[config.mk]
export PLATFORM = sky130hd
export DESIGN_NAME = traffic_phase_ctrl
export DESIGN_NICKNAME = d
export VERILOG_FILES = /design/src/rtl/traffic_phase_ctrl_pkg.sv /design/src/rtl/traffic_phase_ctrl_sec_tick.sv /design/src/rtl/traffic_phase_ctrl.sv
export SDC_FILE = /design/constraint.sdc
export NUM_CORES = 1
export LEC_CHECK = 0
export CAP_MARGIN = 20
export CORE_ASPECT_RATIO = 0.75
export CORE_MARGIN = 2
export CORE_UTILIZATION = 50
export DETAILED_ROUTE_END_ITERATION = 8
export GPL_TIMING_DRIVEN = 0
export PLACE_DENSITY = 0.81
export SYNTH_ARGS = -nofsm -noshare
export SYNTH_HDL_FRONTEND = slang
export SYNTH_HIERARCHICAL = 1
export SYNTH_SLANG_ARGS = --single-unit
[constraint.sdc]
create_clock -name Fin -period 1.9 [get_ports Fin]
set_input_delay 0.19 -clock Fin [delete_from_list [all_inputs] [get_ports Fin]]
set_output_delay 0.19 -clock Fin [all_outputs]
set_load 0.02 [all_outputs]
[src/rtl/traffic_phase_ctrl_pkg.sv]
// Shared phase codes, light constants and duration helpers
// for the traffic phase sequencer and the display decoder.
package traffic_phase_ctrl_pkg;

  typedef enum logic [2:0] {
    PH_MG    = 3'd0,
    PH_MY    = 3'd1,
    PH_AR1   = 3'd2,
    PH_SG    = 3'd3,
    PH_SY    = 3'd4,
    PH_AR2   = 3'd5,
    PH_NIGHT = 3'd6
  } phase_e;

  localparam logic [2:0] RED = 3'b100;
  localparam logic [2:0] YEL = 3'b010;
  localparam logic [2:0] GRN = 3'b001;
  localparam logic [2:0] OFF = 3'b000;

  function automatic bit dur_ok(int d);
    return (d >= 1) && (d <= 255);
  endfunction

  function automatic phase_e next_phase(phase_e p);
    phase_e n;
    n = PH_MG;
    unique case (p)
      PH_MG:   n = PH_MY;
      PH_MY:   n = PH_AR1;
      PH_AR1:  n = PH_SG;
      PH_SG:   n = PH_SY;
      PH_SY:   n = PH_AR2;
      default: n = PH_MG;
    endcase
    return n;
  endfunction

  function automatic logic [2:0] main_of(phase_e p);
    logic [2:0] l;
    l = RED;
    unique case (p)
      PH_MG:   l = GRN;
      PH_MY:   l = YEL;
      default: l = RED;
    endcase
    return l;
  endfunction

  function automatic logic [2:0] side_of(phase_e p);
    logic [2:0] l;
    l = RED;
    unique case (p)
      PH_SG:   l = GRN;
      PH_SY:   l = YEL;
      default: l = RED;
    endcase
    return l;
  endfunction

endpackage

[src/rtl/traffic_phase_ctrl_sec_tick.sv]
// sec_tick_edge: rising-edge detector on the divider output.
// Ports: Fin clock, rst sync reset, sec_clk in, tick 1-cycle pulse out.
module sec_tick_edge (
  input  logic Fin,
  input  logic rst,
  input  logic sec_clk,
  output logic tick
);

  logic sec_clk_q;

  always_ff @(posedge Fin) begin
    if (rst) sec_clk_q <= 1'b0;
    else     sec_clk_q <= sec_clk;
  end

  assign tick = sec_clk & ~sec_clk_q;

endmodule

[src/rtl/traffic_phase_ctrl.sv]
// traffic_phase_ctrl: main/side phase sequencer with seconds countdown,
// night flashing mode and optional side-road request hold (PED_REQ_EN).
// Ports: Fin, rst (sync, high), sec_clk, night, side_req (PED_REQ_EN),
//        main_ryg/side_ryg {R,Y,G}, countdown[7:0], phase[2:0].
module traffic_phase_ctrl
  import traffic_phase_ctrl_pkg::*;
#(
  parameter int T_MG = 30,
  parameter int T_MY = 3,
  parameter int T_SG = 20,
  parameter int T_SY = 3,
  parameter int T_AR = 1
) (
  input  logic       Fin,
  input  logic       rst,
  input  logic       sec_clk,
  input  logic       night,
`ifdef PED_REQ_EN
  input  logic       side_req,
`endif
  output logic [2:0] main_ryg,
  output logic [2:0] side_ryg,
  output logic [7:0] countdown,
  output logic [2:0] phase
);

  if (!dur_ok(T_MG) || !dur_ok(T_MY) || !dur_ok(T_SG) ||
      !dur_ok(T_SY) || !dur_ok(T_AR)) begin : g_bad_dur
    $error("traffic_phase_ctrl: durations must be 1..255");
  end

  localparam logic [7:0] D_MG = 8'(T_MG);
  localparam logic [7:0] D_MY = 8'(T_MY);
  localparam logic [7:0] D_SG = 8'(T_SG);
  localparam logic [7:0] D_SY = 8'(T_SY);
  localparam logic [7:0] D_AR = 8'(T_AR);

  function automatic logic [7:0] dur_of(phase_e p);
    logic [7:0] d;
    d = D_AR;
    unique case (p)
      PH_MG:   d = D_MG;
      PH_MY:   d = D_MY;
      PH_SG:   d = D_SG;
      PH_SY:   d = D_SY;
      default: d = D_AR;
    endcase
    return d;
  endfunction

  logic       tick;
  logic       hold;
  phase_e     ph_q, ph_d, ph_n;
  logic [7:0] cnt_q, cnt_d;
  logic [2:0] main_q, main_d;
  logic [2:0] side_q, side_d;

  sec_tick_edge u_tick (
    .Fin     (Fin),
    .rst     (rst),
    .sec_clk (sec_clk),
    .tick    (tick)
  );

`ifdef PED_REQ_EN
  logic req_q, req_d;
  // Main green parks at 1 until a side request is pending.
  assign hold = (ph_q == PH_MG) && !req_q;
`else
  assign hold = 1'b0;
`endif

  always_comb begin
    ph_d   = ph_q;
    cnt_d  = cnt_q;
    main_d = main_q;
    side_d = side_q;
    ph_n   = next_phase(ph_q);
    // Night has priority over any tick in the same cycle.
    if (night) begin
      if (ph_q != PH_NIGHT) begin
        ph_d   = PH_NIGHT;
        cnt_d  = 8'd0;
        main_d = YEL;
        side_d = YEL;
      end else if (tick) begin
        main_d = (main_q == YEL) ? OFF : YEL;
        side_d = (main_q == YEL) ? OFF : YEL;
      end
    end else if (ph_q == PH_NIGHT) begin
      // Leave night through all-red, never directly to green.
      ph_d   = PH_AR2;
      cnt_d  = D_AR;
      main_d = RED;
      side_d = RED;
    end else if (tick) begin
      if (cnt_q != 8'd1) begin
        cnt_d = cnt_q - 8'd1;
      end else if (!hold) begin
        ph_d   = ph_n;
        cnt_d  = dur_of(ph_n);
        main_d = main_of(ph_n);
        side_d = side_of(ph_n);
      end
    end
  end

`ifdef PED_REQ_EN
  // Entering SG consumes the request, even one arriving that cycle.
  always_comb begin
    req_d = req_q | side_req;
    if (ph_d == PH_SG && ph_q != PH_SG) req_d = 1'b0;
  end
`endif

  always_ff @(posedge Fin) begin
    if (rst) begin
      ph_q   <= PH_MG;
      cnt_q  <= D_MG;
      main_q <= GRN;
      side_q <= RED;
`ifdef PED_REQ_EN
      req_q  <= 1'b0;
`endif
    end else begin
      ph_q   <= ph_d;
      cnt_q  <= cnt_d;
      main_q <= main_d;
      side_q <= side_d;
`ifdef PED_REQ_EN
      req_q  <= req_d;
`endif
    end
  end

  assign main_ryg  = main_q;
  assign side_ryg  = side_q;
  assign countdown = cnt_q;
  assign phase     = ph_q;

endmodule

==> metrics.md <==
| Metric | Value |
|---|---|
| Outcome | completed |
| Worst Setup Start Kind | flip-flop |
| Final critical-path setup slack | 0.0242 ns |
| DRC errors left | 0 |
| Setup-violating endpoint count in the final report | 0 |
| Peak per-stage delay on the critical path | 0.65 ns |
| Final Critical Period | 1.88 ns |
| Number of antenna repair diodes | 0 |
| Post-synthesis register bit count | 18 |
| Number of H-tree levels | 1 |
| Cell area power density | 677 nW/um2 |
| Netlist area before placement | 1100 um2 |
| X dimension of the die | 58.2 um |
| Post-Route Utilization | 73.1% |
| Area enclosed by the die boundary | 2600 um2 |
| Top Family by Delay on Critical Path | simple AND/OR/NAND/NOR gates |
| Post-route cell area | 1500 um2 |
| Final period utilization | 98.7% |
| Post-Syn Area per Cell | 8.47 um2 |
| Setup repair after global routing missed its margin | yes |
| Endpoint of the worst hold path | u_tick/sec_clk_q |
| Number of distinct library cell variants in the gate-level netlist after synthesis | 49 |
| Worst R2R Path Depth | 4 |
| Crit-path cells | nand3b_1 -> a21o_1 -> or4b_2 -> a211oi_2 |
| Clock latency on the worst-skew pair | 0.31 ns |
| Pin count of the biggest net entering global routing | 11 |
| Buffer and inverter count on the worst path | 0 |
| Hold Path Class | primary input to flip-flop |
| Residual overflow from global routing | 0 |
| Top achievable clock speed | 533 MHz |
| Number of I/O pins | 21 |
| Final Wtd Congestion | 0.907 |
| Worst slew pin tran | 0.568 ns |
| Count of TritonRoute iterations in the first routing pass | 6 |
| Peak supply drop | 0.580 mV |
| Number of buffers inserted during clock tree synthesis | 3 |
| Clock transition time at the flip-flop clock pins of the worst setup and hold paths | 0.11 ns |
| Hold Violations, Final | 0 |
| Initial DRC count | 72 |
| Max-capacitance violation count | 0 |
| Final Slew Violations | 0 |
| Number of routed nets with antenna violations | 0 |
| Pre-CTS WS | -0.379 ns |
| Required @ worst endpoint | 2.13 ns |
| Setup Skew | 0.0104 ns |
| Path type of the worst setup path | flip-flop to flip-flop |
| Number of core rows | 14 |
| CTS tree | yes |
| Net Count, Synth | 136 |
| Reg-to-reg critical path endpoint | countdown[6] |
| Initial antenna violation count | 0 |
| Fraction of layout instances using a drive strength above 1 | 20.9% |
| Root buffer selected by CTS | sky130_fd_sc_hd__clkbuf_4 |
| HP Start | sec_clk |
| Initial Util | 53.7% |
| Worst-path cell with the longest stage delay | sky130_fd_sc_hd__or4b_2 |
| Final routed wire length divided by cell count | 17.4 um |
| Core footprint | 2050 um2 |
| Design Power | 0.00101 W |
| Maximum fanout along the worst path | 7 |
| Detailed placement HPWL | 2.15 mm |
| Register area share after synthesis | 32.7% |
| Wire length of the first global-routing pass | 4.76 mm |
| Global router's overall resource usage | 24.6% |
| Number of instances in the synthesized netlist | 130 |
| Critical Path Sink Type | flip-flop |
| Launch instance of the worst register-to-register path | phase[0] |
| Growth of design area from synthesis to finish | 36.0% |
| Warnings, synthesis | 6 |
| Nets@finish | 165 |
| Clk sink count | 18 |
| Min-Delay Path Depth | 2 |
| DR vias | 1189 |
| Count of buffers from port buffering | 20 |
| Worst slew margin relative to its limit | 62.1% |
| Arrival time at the worst endpoint | 2.11 ns |
| Routed Wire Length | 3.17 mm |
| Number of global-route vias before repair | 1014 |
| Largest buffer count on any clock path | 2 |
| Placement Cell Area | 1330 um2 |
| DIE HEIGHT | 44.6 um |
| Flop-to-flop setup slack | 0.02 ns |
| Summed negative setup slack over all endpoints | 0 ns |
| Static leakage | 0.535 nW |
| Via count normalized by instance count | 6.53 |
[through the flow]
| step | hold WS (ns) | cells |
|---|---|---|
| final | 0.457 | 182 |
| after floorplan | 0.254 | 130 |
| after global routing | 0.464 | 182 |
| after global placement | 0.462 | 174 |
| after CTS | 0.460 | 181 |
| after detailed placement | 0.468 | 174 |
[worst reg2reg max path: stages (launching register included)]
cell,delay (ns)
sky130_fd_sc_hd__dfxtp_4,0.39
sky130_fd_sc_hd__nand3b_1,0.25
sky130_fd_sc_hd__a21o_1,0.28
sky130_fd_sc_hd__or4b_2,0.65
sky130_fd_sc_hd__a211oi_2,0.23
[layer usage]
metal	wire [um]	global-route usage, %	up-vias
li1	-	-	556
met1	1440	35.4	546
met2	1350	35.5	71
met3	299	7.31	16
met4	92	7.44	0
met5	0	0	-
[power by group]
part | internal [W] | total, W | switching (W)
Clock | 0.000117 | 0.000248 | 0.000131
Sequential | 0.000406 | 0.000449 | 0.0000428
Combinational | 0.000141 | 0.000317 | 0.000175
[cells in the final DEF, fill, tap and decap left out, types with 2 or more instances in the layout]
cell type                         Yosys  routed
sky130_fd_sc_hd__a21oi_1              9       9
sky130_fd_sc_hd__a221o_1              2       2
sky130_fd_sc_hd__a22oi_1              2       2
sky130_fd_sc_hd__a31o_2               2       2
sky130_fd_sc_hd__buf_4                0       4
sky130_fd_sc_hd__clkbuf_1             7       7
sky130_fd_sc_hd__clkbuf_4             0       3
sky130_fd_sc_hd__clkdlybuf4s50_1      0      19
sky130_fd_sc_hd__dfxtp_1             18      14
sky130_fd_sc_hd__dfxtp_4              0       3
sky130_fd_sc_hd__inv_1                4       3
sky130_fd_sc_hd__nand2_1              5       5
sky130_fd_sc_hd__nand2b_1             4       4
sky130_fd_sc_hd__nand4_1              2       2
sky130_fd_sc_hd__nor2_1              11      10
sky130_fd_sc_hd__nor2b_1              2       2
sky130_fd_sc_hd__nor2b_4              2       2
sky130_fd_sc_hd__nor3_1               9       8
sky130_fd_sc_hd__nor4b_4              1       2
sky130_fd_sc_hd__o21ai_0             13      13
sky130_fd_sc_hd__xnor2_1              2       2
[worst max-delay path by stage]
| stage | from | end | slack [ns] | cells past startpoint |
|---|---|---|---|---|
| global route | countdown[2] | countdown[7] | -0.02 | 5 |
| global placement | sec_clk | countdown[6] | -0.32 | 6 |
| floorplan | phase[0] | countdown[6] | 0.05 | 4 |
| finish | phase[0] | countdown[6] | 0.02 | 4 |
| CTS | phase[0] | countdown[6] | -0.07 | 4 |
| detailed placement | sec_clk | countdown[6] | -0.38 | 6 |
[cell families (layout without fill, tap and decap cells)]
kind of cell,Yosys count,count (layout),share of synthesized area [%]
AO/OA/AOI/OAI,43,43,27.2
XOR/XNOR,3,3,2.39
adder cells (fa/ha/maj),2,2,2.27
buffers and inverters,12,40,4.77
flip-flops,18,18,32.7
multiplexers,1,1,0.909
AND/OR/NAND/NOR,51,51,29.8
[final cells by class]
cell class | count | area [um2]
inverters | 4 | 15.0
repair buffers | 24 | 233
clock buffers | 4 | 36.3
well taps | 24 | 30.0
plain buffers | 8 | 37.5
flip-flops and latches | 18 | 373
multi-input cells | 100 | 773
fillers | 155 | 552
[synthesized netlist by cell type, drive strengths merged]
library cell / instances / area (um2)
dfxtp: 18 / 360
o21ai: 13 / 65.1
nor2: 11 / 41.3
a21oi: 9 / 45.0
nor3: 9 / 45.0
clkbuf: 7 / 26.3
nand2: 5 / 18.8
inv: 4 / 15.0
nand2b: 4 / 25.0
nor2b: 4 / 40.0
a2111oi: 3 / 28.8
nor4b: 3 / 41.3
a221o: 2 / 20.0
a22oi: 2 / 15.0
a311oi: 2 / 23.8
a31o: 2 / 17.5
ha: 2 / 25.0
nand4: 2 / 12.5
or4: 2 / 18.8
or4b: 2 / 20.0
xnor2: 2 / 17.5
a2111o: 1 / 11.3
a211oi: 1 / 7.51
a21o: 1 / 7.51
a221oi: 1 / 8.76
and2b: 1 / 7.51
and3: 1 / 6.26
and3b: 1 / 8.76
and4b: 1 / 10.0
buf: 1 / 11.3
mux2i: 1 / 10.0
nand3: 1 / 5.00
nand3b: 1 / 7.51
nor3b: 1 / 7.51
o211ai: 1 / 7.51
o21a: 1 / 7.51
o221ai: 1 / 8.76
o2bb2ai: 1 / 8.76
o31ai: 1 / 7.51
o41ai: 1 / 8.76
or2: 1 / 6.26
or3: 1 / 6.26
xor2: 1 / 8.76
[what timing repair did]
| action | in CTS | in global routing |
|---|---|---|
| hold buffers | 0 | 0 |
| endpoints found under the setup margin | 7 | 11 |
| buffers inserted | 3 | 1 |
| gates resized for setup | 6 | 18 |
| pin swaps | 0 | 2 |
| gates cloned | 0 | 0 |
[sequential cells by signal, summed over array words and instances (netlist names)]
signal / cells
phase: 3
u_tick/sec_clk_q: 1
side_ryg: 3
main_ryg: 3
countdown: 8
Note: power is estimated with default switching activity, not from simulation.
